[src/rtl/gshare_pkg.sv]
// rtl/gshare_pkg.sv - counter encodings and saturating-counter step for gshare_bp
package gshare_pkg;

  typedef enum logic [1:0] {
    SNT = 2'b00,
    WNT = 2'b01,
    WT  = 2'b10,
    ST  = 2'b11
  } ctr_e;

  function automatic logic [1:0] sat2_next(input logic [1:0] ctr, input logic taken);
    if (taken) begin
      return (ctr == ST) ? ST : ctr + 2'd1;
    end
    return (ctr == SNT) ? SNT : ctr - 2'd1;
  endfunction

endpackage

[src/rtl/bp_sat_ctr_array.sv]
// rtl/bp_sat_ctr_array.sv - PHT of 2-bit saturating counters, async reset,
// one combinational read port and one saturating-update write port
import gshare_pkg::*;

module bp_sat_ctr_array #(
  parameter int         IDX_W    = 8,
  parameter logic [1:0] CTR_INIT = 2'b01
) (
  input  logic             clk,
  input  logic             Reset,
  input  logic [IDX_W-1:0] rd_idx,
  output logic [1:0]       rd_ctr,
  input  logic             wr_en,
  input  logic [IDX_W-1:0] wr_idx,
  input  logic             wr_taken
);

  localparam int DEPTH = 1 << IDX_W;

  logic [1:0] ctr_q [DEPTH];
  logic [1:0] ctr_d [DEPTH];

  always_comb begin
    ctr_d = ctr_q;
    if (wr_en) begin
      ctr_d[wr_idx] = sat2_next(ctr_q[wr_idx], wr_taken);
    end
  end

  always_ff @(posedge clk or posedge Reset) begin
    if (Reset) begin
      for (int i = 0; i < DEPTH; i++) begin
        ctr_q[i] <= CTR_INIT;
      end
    end else begin
      ctr_q <= ctr_d;
    end
  end

  // Read sees pre-write contents, so a same-cycle update never bypasses.
  assign rd_ctr = ctr_q[rd_idx];

endmodule

[src/rtl/gshare_bp.sv]
// rtl/gshare_bp.sv - gshare predictor with tagged direct-mapped BTB and
// speculative GHR with EX repair; GSHARE_BP_STATS_EN adds event counters
import gshare_pkg::*;

module gshare_bp #(
  parameter int         XLEN      = 32,
  parameter int         IDX_W     = 8,
  parameter int         GHR_W     = 8,
  parameter int         BTB_IDX_W = 5,
  parameter int         TAG_W     = 10,
  parameter logic [1:0] CTR_INIT  = 2'b01
) (
  input  logic             clk,
  input  logic             Reset,
  input  logic             lkp_valid,
  input  logic [XLEN-1:0]  lkp_pc,
  output logic             pred_valid,
  output logic             pred_taken,
  output logic [XLEN-1:0]  pred_target,
  output logic             pred_btb_hit,
  output logic [IDX_W-1:0] pred_idx,
  output logic [GHR_W-1:0] pred_ghr,
  input  logic             upd_valid,
  input  logic [XLEN-1:0]  upd_pc,
  input  logic [IDX_W-1:0] upd_idx,
  input  logic [GHR_W-1:0] upd_ghr,
  input  logic             upd_taken,
  input  logic [XLEN-1:0]  upd_target,
  input  logic             upd_mispredict,
`ifdef GSHARE_BP_STATS_EN
  output logic [31:0]      stat_lookups,
  output logic [31:0]      stat_updates,
  output logic [31:0]      stat_mispred,
`endif
  output logic [GHR_W-1:0] ghr
);

  localparam int BTB_DEPTH = 1 << BTB_IDX_W;

  if (GHR_W < 1 || GHR_W > IDX_W) begin : g_bad_ghr_w
    $error("gshare_bp: GHR_W must lie in 1..IDX_W");
  end
  if (BTB_IDX_W + TAG_W + 2 > XLEN) begin : g_bad_tag_w
    $error("gshare_bp: BTB_IDX_W+TAG_W+2 exceeds XLEN");
  end

  typedef struct packed {
    logic             valid;
    logic [TAG_W-1:0] tag;
    logic [XLEN-1:0]  target;
  } btb_entry_t;

  btb_entry_t btb_q [BTB_DEPTH];
  btb_entry_t btb_d [BTB_DEPTH];

  logic [GHR_W-1:0] ghr_q, ghr_d;
  logic             pred_valid_q, pred_valid_d;
  logic             pred_taken_q, pred_taken_d;
  logic [XLEN-1:0]  pred_target_q, pred_target_d;
  logic             pred_btb_hit_q, pred_btb_hit_d;
  logic [IDX_W-1:0] pred_idx_q, pred_idx_d;
  logic [GHR_W-1:0] pred_ghr_q, pred_ghr_d;

  logic [IDX_W-1:0]     lkp_pht_idx;
  logic [BTB_IDX_W-1:0] lkp_btb_idx;
  logic [TAG_W-1:0]     lkp_tag;
  btb_entry_t           lkp_entry;
  logic                 lkp_hit;
  logic                 lkp_taken;
  logic [XLEN-1:0]      lkp_target;
  logic [1:0]           pht_rd_ctr;
  logic                 unused_pc_bits;

  assign unused_pc_bits = ^{lkp_pc, upd_pc};

  bp_sat_ctr_array #(
    .IDX_W   (IDX_W),
    .CTR_INIT(CTR_INIT)
  ) u_pht (
    .clk     (clk),
    .Reset   (Reset),
    .rd_idx  (lkp_pht_idx),
    .rd_ctr  (pht_rd_ctr),
    .wr_en   (upd_valid),
    .wr_idx  (upd_idx),
    .wr_taken(upd_taken)
  );

  always_comb begin
    lkp_pht_idx = lkp_pc[IDX_W+1:2] ^ IDX_W'(ghr_q);
    lkp_btb_idx = lkp_pc[BTB_IDX_W+1:2];
    lkp_tag     = lkp_pc[BTB_IDX_W+TAG_W+1:BTB_IDX_W+2];
    lkp_entry   = btb_q[lkp_btb_idx];
    lkp_hit     = lkp_entry.valid && (lkp_entry.tag == lkp_tag);
    // Never predict taken without a target to go to.
    lkp_taken   = pht_rd_ctr[1] && lkp_hit;
    lkp_target  = lkp_taken ? lkp_entry.target : lkp_pc + XLEN'(4);
  end

  always_comb begin
    pred_valid_d   = lkp_valid;
    pred_taken_d   = pred_taken_q;
    pred_target_d  = pred_target_q;
    pred_btb_hit_d = pred_btb_hit_q;
    pred_idx_d     = pred_idx_q;
    pred_ghr_d     = pred_ghr_q;
    if (lkp_valid) begin
      pred_taken_d   = lkp_taken;
      pred_target_d  = lkp_target;
      pred_btb_hit_d = lkp_hit;
      pred_idx_d     = lkp_pht_idx;
      pred_ghr_d     = ghr_q;
    end
  end

  // Repair from the EX checkpoint wins over the speculative shift.
  always_comb begin
    ghr_d = ghr_q;
    if (upd_valid && upd_mispredict) begin
      ghr_d = GHR_W'({upd_ghr, upd_taken});
    end else if (lkp_valid) begin
      ghr_d = GHR_W'({ghr_q, lkp_taken});
    end
  end

  always_comb begin
    btb_d = btb_q;
    if (upd_valid && upd_taken) begin
      btb_d[upd_pc[BTB_IDX_W+1:2]] = '{valid:  1'b1,
                                       tag:    upd_pc[BTB_IDX_W+TAG_W+1:BTB_IDX_W+2],
                                       target: upd_target};
    end
  end

  always_ff @(posedge clk or posedge Reset) begin
    if (Reset) begin
      ghr_q          <= '0;
      pred_valid_q   <= 1'b0;
      pred_taken_q   <= 1'b0;
      pred_target_q  <= '0;
      pred_btb_hit_q <= 1'b0;
      pred_idx_q     <= '0;
      pred_ghr_q     <= '0;
      for (int i = 0; i < BTB_DEPTH; i++) begin
        btb_q[i] <= '0;
      end
    end else begin
      ghr_q          <= ghr_d;
      pred_valid_q   <= pred_valid_d;
      pred_taken_q   <= pred_taken_d;
      pred_target_q  <= pred_target_d;
      pred_btb_hit_q <= pred_btb_hit_d;
      pred_idx_q     <= pred_idx_d;
      pred_ghr_q     <= pred_ghr_d;
      btb_q          <= btb_d;
    end
  end

  assign ghr          = ghr_q;
  assign pred_valid   = pred_valid_q;
  assign pred_taken   = pred_taken_q;
  assign pred_target  = pred_target_q;
  assign pred_btb_hit = pred_btb_hit_q;
  assign pred_idx     = pred_idx_q;
  assign pred_ghr     = pred_ghr_q;

`ifdef GSHARE_BP_STATS_EN
  logic [31:0] stat_lookups_q, stat_lookups_d;
  logic [31:0] stat_updates_q, stat_updates_d;
  logic [31:0] stat_mispred_q, stat_mispred_d;

  always_comb begin
    stat_lookups_d = stat_lookups_q + 32'(lkp_valid);
    stat_updates_d = stat_updates_q + 32'(upd_valid);
    stat_mispred_d = stat_mispred_q + 32'(upd_valid && upd_mispredict);
  end

  always_ff @(posedge clk or posedge Reset) begin
    if (Reset) begin
      stat_lookups_q <= '0;
      stat_updates_q <= '0;
      stat_mispred_q <= '0;
    end else begin
      stat_lookups_q <= stat_lookups_d;
      stat_updates_q <= stat_updates_d;
      stat_mispred_q <= stat_mispred_d;
    end
  end

  assign stat_lookups = stat_lookups_q;
  assign stat_updates = stat_updates_q;
  assign stat_mispred = stat_mispred_q;
`endif

endmodule

[config.mk]
export PLATFORM = sky130hd
export DESIGN_NAME = gshare_bp
export DESIGN_NICKNAME = d
export VERILOG_FILES = /design/src/rtl/gshare_pkg.sv /design/src/rtl/bp_sat_ctr_array.sv /design/src/rtl/gshare_bp.sv
export SDC_FILE = /design/constraint.sdc
export NUM_CORES = 2
export LEC_CHECK = 0
export ABC_CLOCK_PERIOD_IN_PS = 124400
export BUFFER_PORTS_ARGS = -buffer_cell sky130_fd_sc_hd__buf_2
export CORE_MARGIN = 4
export CORE_UTILIZATION = 35
export DETAILED_ROUTE_END_ITERATION = 6
export GPL_TIMING_DRIVEN = 0
export SLEW_MARGIN = 20
export SYNTH_ARGS = -nofsm -noshare
export SYNTH_HDL_FRONTEND = slang
export SYNTH_SLANG_ARGS = --single-unit
[constraint.sdc]
create_clock -name clk -period 124.4 [get_ports clk]
set_input_delay 12.44 -clock clk [delete_from_list [all_inputs] [get_ports clk]]
set_output_delay 12.44 -clock clk [all_outputs]
set_load 0.05 [all_outputs]
==> impl_metrics.ini <==
[status]
outcome = completed

[drt]
drc_errors = 0
drt-initial-drc-count = 7285
wl_met2_microns = 147000
vias_per_cell = 6.009
ant_nets = 0
dr.pass1.iters = 7
top_layer = met5
wl_per_cell_microns = 31.05
route.met3.wl_microns = 33340
wl_met1_microns = 130500
vias = 64010
wirelength_microns = 330700

[final_layout]
ff_latch_area_sq_mm = 0.04904
nNetsFinal = 7060
area_growth_pct = 13.94
drive_gt1_frac = 0.4142
multiInputGateArea_sq_mm = 0.04048
fillers = 24390
design_area_sq_mm = 0.1054

[global_route]
grt_pass1_wl_microns = 472000
grt_max_degree = 112
antenna_found_initial = 40
gr-usage-all-layers = 0.2381
grt-ovfl-total = 0
grt_pass1_vias = 64780

[pwr]
ir_worst_vdd_mv = 0.01639
power_frac_seq = 0.458
switching_power_w = 0.0004589
p_comb_frac = 0.158
p_int_w = 0.001189
p_per_area_mw_per_mm2 = 15.64
p_clk_frac = 0.384
swShare = 0.2785
power_leakage_nw = 45.63

[clock_network]
cts_buffer_depth = 3
clock-sinks = 1947
ctsHoldBuffers = 0
clk_pin_slew_ns = 0.07
cts_root_buf = clkbuf_16
clkLatencyLatePin_ns = 0.89
cts_resized = 0
cts-htree-levels = 4
cts_tree = built
cts_buffers = 202
cts_setup_buffers = 0

[sta]
hold_viol = 0
rsz0062_at_grt = false
timing.fmax_ghz = 0.05597
period_share = 0.1436
skew_ns = 0.1108
fin_crit_ns = 17.87
max_slew_margin = 0.1309
hold_ws_ns = 0.4634
setup_tns_ns = 0
setup_viol = 0
tightest_slew_ns = 1.299
drv_slew = 0

[worst_setup_path]
end_kind = flop
crit_path_max_incr_delay_ns = 0.93
worstPathMaxFanout = 10
critPathLaunchType = input port
rrSetupSlack_ns = 118.61
rr_startpoint = ghr[0]$_DFFE_PP0P_
reg2reg_to = ghr[0]$_DFFE_PP0P_
rr_worst_depth = 14
criticalPathCategory = input port to flop
critPathSlowestCell = buf_1
path_buf_inv = 8
crit_family = buffers and inverters
required_ns = 125.16
path_cells = buf_2 > buf_2 > buf_2 > buf_2 > buf_2 > buf_2 > clkbuf_1 > buf_1 > mux4_2 > mux4_2 > o2111ai_1 > mux2i_1 > a211o_1
crit_top_cell = buf_2
arrival_ns = 18.63

[die]
core_sq_mm = 0.2627
die_h_microns = 522.0
die_width_microns = 522.0
rows = 188
die_area_sq_mm = 0.2725
io_pins = 177
start_util = 0.3520

[synthesis]
async_reset_ff_frac = 1.000
synth_cell_types = 63
netlist.top_cell.by_area = dfrtp_1
avgSynthCellArea_sq_um = 14.09
ys_seq_area_frac = 0.5303
syn_nets = 6685
synth_flop_cell = dfrtp_1
ys_warn_count = 0
syn_area_sq_mm = 0.09248
synthCells = 6566
synth_area_leaders = dfrtp_1 46%, mux2_2 17%, mux4_2 14%
synthDominantCellAreaShare = 0.4575
synth_seq_cells = 1947
synth_edf_count = 0

[min_path]
hold_path_class = flop to flop
min_path_cells = 1
hold_start = btb_q[472]$_DFFE_PP0P_
holdPathEnd = btb_q[472]$_DFFE_PP0P_

[placed_design]
io_buffers = 145
placed_cell_area_sq_mm = 0.09838
place_congestion = 0.9657
post-dp-hpwl_microns = 222700

[flow_run]
maxCapViolations = 0
[flip-flops by register name (all words and copies together), names as in the netlist]
signal        flops
pred_btb_hit      1
pred_idx          8
btb_q          1376
pred_target      32
ghr               8
pred_taken        1
pred_valid        1
pred_ghr          8
u_pht.ctr_q     512
[kinds of logic after synthesis]
| family | after synthesis | synth area share |
|---|---|---|
| AO/OA/AOI/OAI | 1206 | 0.08035 |
| flip-flops | 1947 | 0.5303 |
| multiplexers | 2106 | 0.3252 |
| buffers and inverters | 730 | 0.03275 |
| AND/OR/NAND/NOR | 527 | 0.02660 |
| XOR/XNOR | 49 | 0.004722 |
| adder cells (fa/ha/maj) | 1 | 0.0001353 |
[layer usage]
metal,vias up,global-route usage
li1,25630,-
met1,34000,0.3110
met2,3481,0.3555
met3,895,0.07468
met4,16,0.1229
met5,-,0.003159
[how the worst max path moves through the flow]
stage | end | start | depth (start not counted) | slack, ns
finish | pred_target[8]$_DFFE_PP0P_ | lkp_pc[3] | 13 | 106.53
global route | pred_target[28]$_DFFE_PP0P_ | lkp_pc[3] | 13 | 106.62
CTS | pred_target[8]$_DFFE_PP0P_ | lkp_pc[3] | 13 | 106.73
detailed placement | pred_target[8]$_DFFE_PP0P_ | lkp_pc[3] | 13 | 105.80
global placement | btb_q[23]$_DFFE_PP0P_ | Reset | 2 | 38.15
floorplan | btb_q[0]$_DFFE_PP0P_ | Reset | 1 | 57.40
[cells in the mapped netlist (3+ instances only)]
cell type,n
dfrtp_1,1691
mux2_2,1367
mux4_2,582
clkbuf_1,549
a21oi_1,297
o21ai_0,260
dfstp_2,256
a31oi_1,248
o31ai_1,241
nand2_1,162
mux2i_1,157
nor2_1,153
buf_2,81
a22oi_1,52
nand2b_1,49
buf_4,48
nand3_1,41
buf_1,36
a211o_1,31
xnor2_1,28
o2111ai_1,23
or2_2,21
xor2_1,20
nand4_1,19
nor3_1,19
nor2b_1,16
inv_1,15
and3_1,11
and2_1,9
nor4_1,8
o211ai_1,8
o22ai_1,7
o21ai_1,6
a221oi_1,5
nor3b_1,5
o221ai_1,4
or3_1,4
nand3b_1,3
nor4b_1,3
o21a_1,3
o2bb2ai_1,3
[cells in the final DEF (no fill, tap or decap), types with 21 or more instances in the layout]
cell type and count:
dfrtp_1 1691, mux2_2 1367, mux4_2 582, clkbuf_1 539
a21oi_1 297, o21ai_0 260, dfstp_2 256, a31oi_1 248
buf_2 246, o31ai_1 241, clkbuf_16 202, nand2_1 162
mux2i_1 157, nor2_1 147, clkbuf_2 58, a22oi_1 52
nand2b_1 49, buf_4 48, clkbuf_8 48, nand3_1 41
clkinv_2 37, a211o_1 31, diode_2 27, xnor2_1 25
o2111ai_1 23, buf_16 22, or2_2 21
[power by group through the flow]
stage               registers [W]  clock network, W  logic, W
floorplan                0.000765                 0  0.000171
global placement         0.000765                 0  0.000248
detailed placement       0.000764                 0  0.000257
CTS                      0.000753          0.000639  0.000258
global route             0.000762          0.000665  0.000276
finish                   0.000755          0.000632  0.000261
[metrics by stage]
step | power (W) | utilization | setup slack (ns) | cells
2_1_floorplan | 0.0009356 | - | 57.40 | 6566
3_3_place_gp | 0.001013 | 0.3715 | 38.15 | 10230
3_5_place_dp | 0.001021 | 0.3744 | 105.80 | 10250
4_1_cts | 0.001650 | 0.4006 | 106.73 | 10620
5_1_grt | 0.001702 | 0.4009 | 106.62 | 10640
6_report | 0.001648 | 0.4011 | 106.53 | 10650
[cell type report]
cell class	instances	area share
diodes	27	0.0006412
plain buffers	715	0.02914
clock inverters	76	0.009356
inverters	15	0.0006056
flip-flops and latches	1947	0.4654
repair buffers	171	0.01306
multi-input cells	3889	0.3842
clock buffers	297	0.05591
well taps	3515	0.04174
Note: power is estimated with default switching activity, not from simulation.
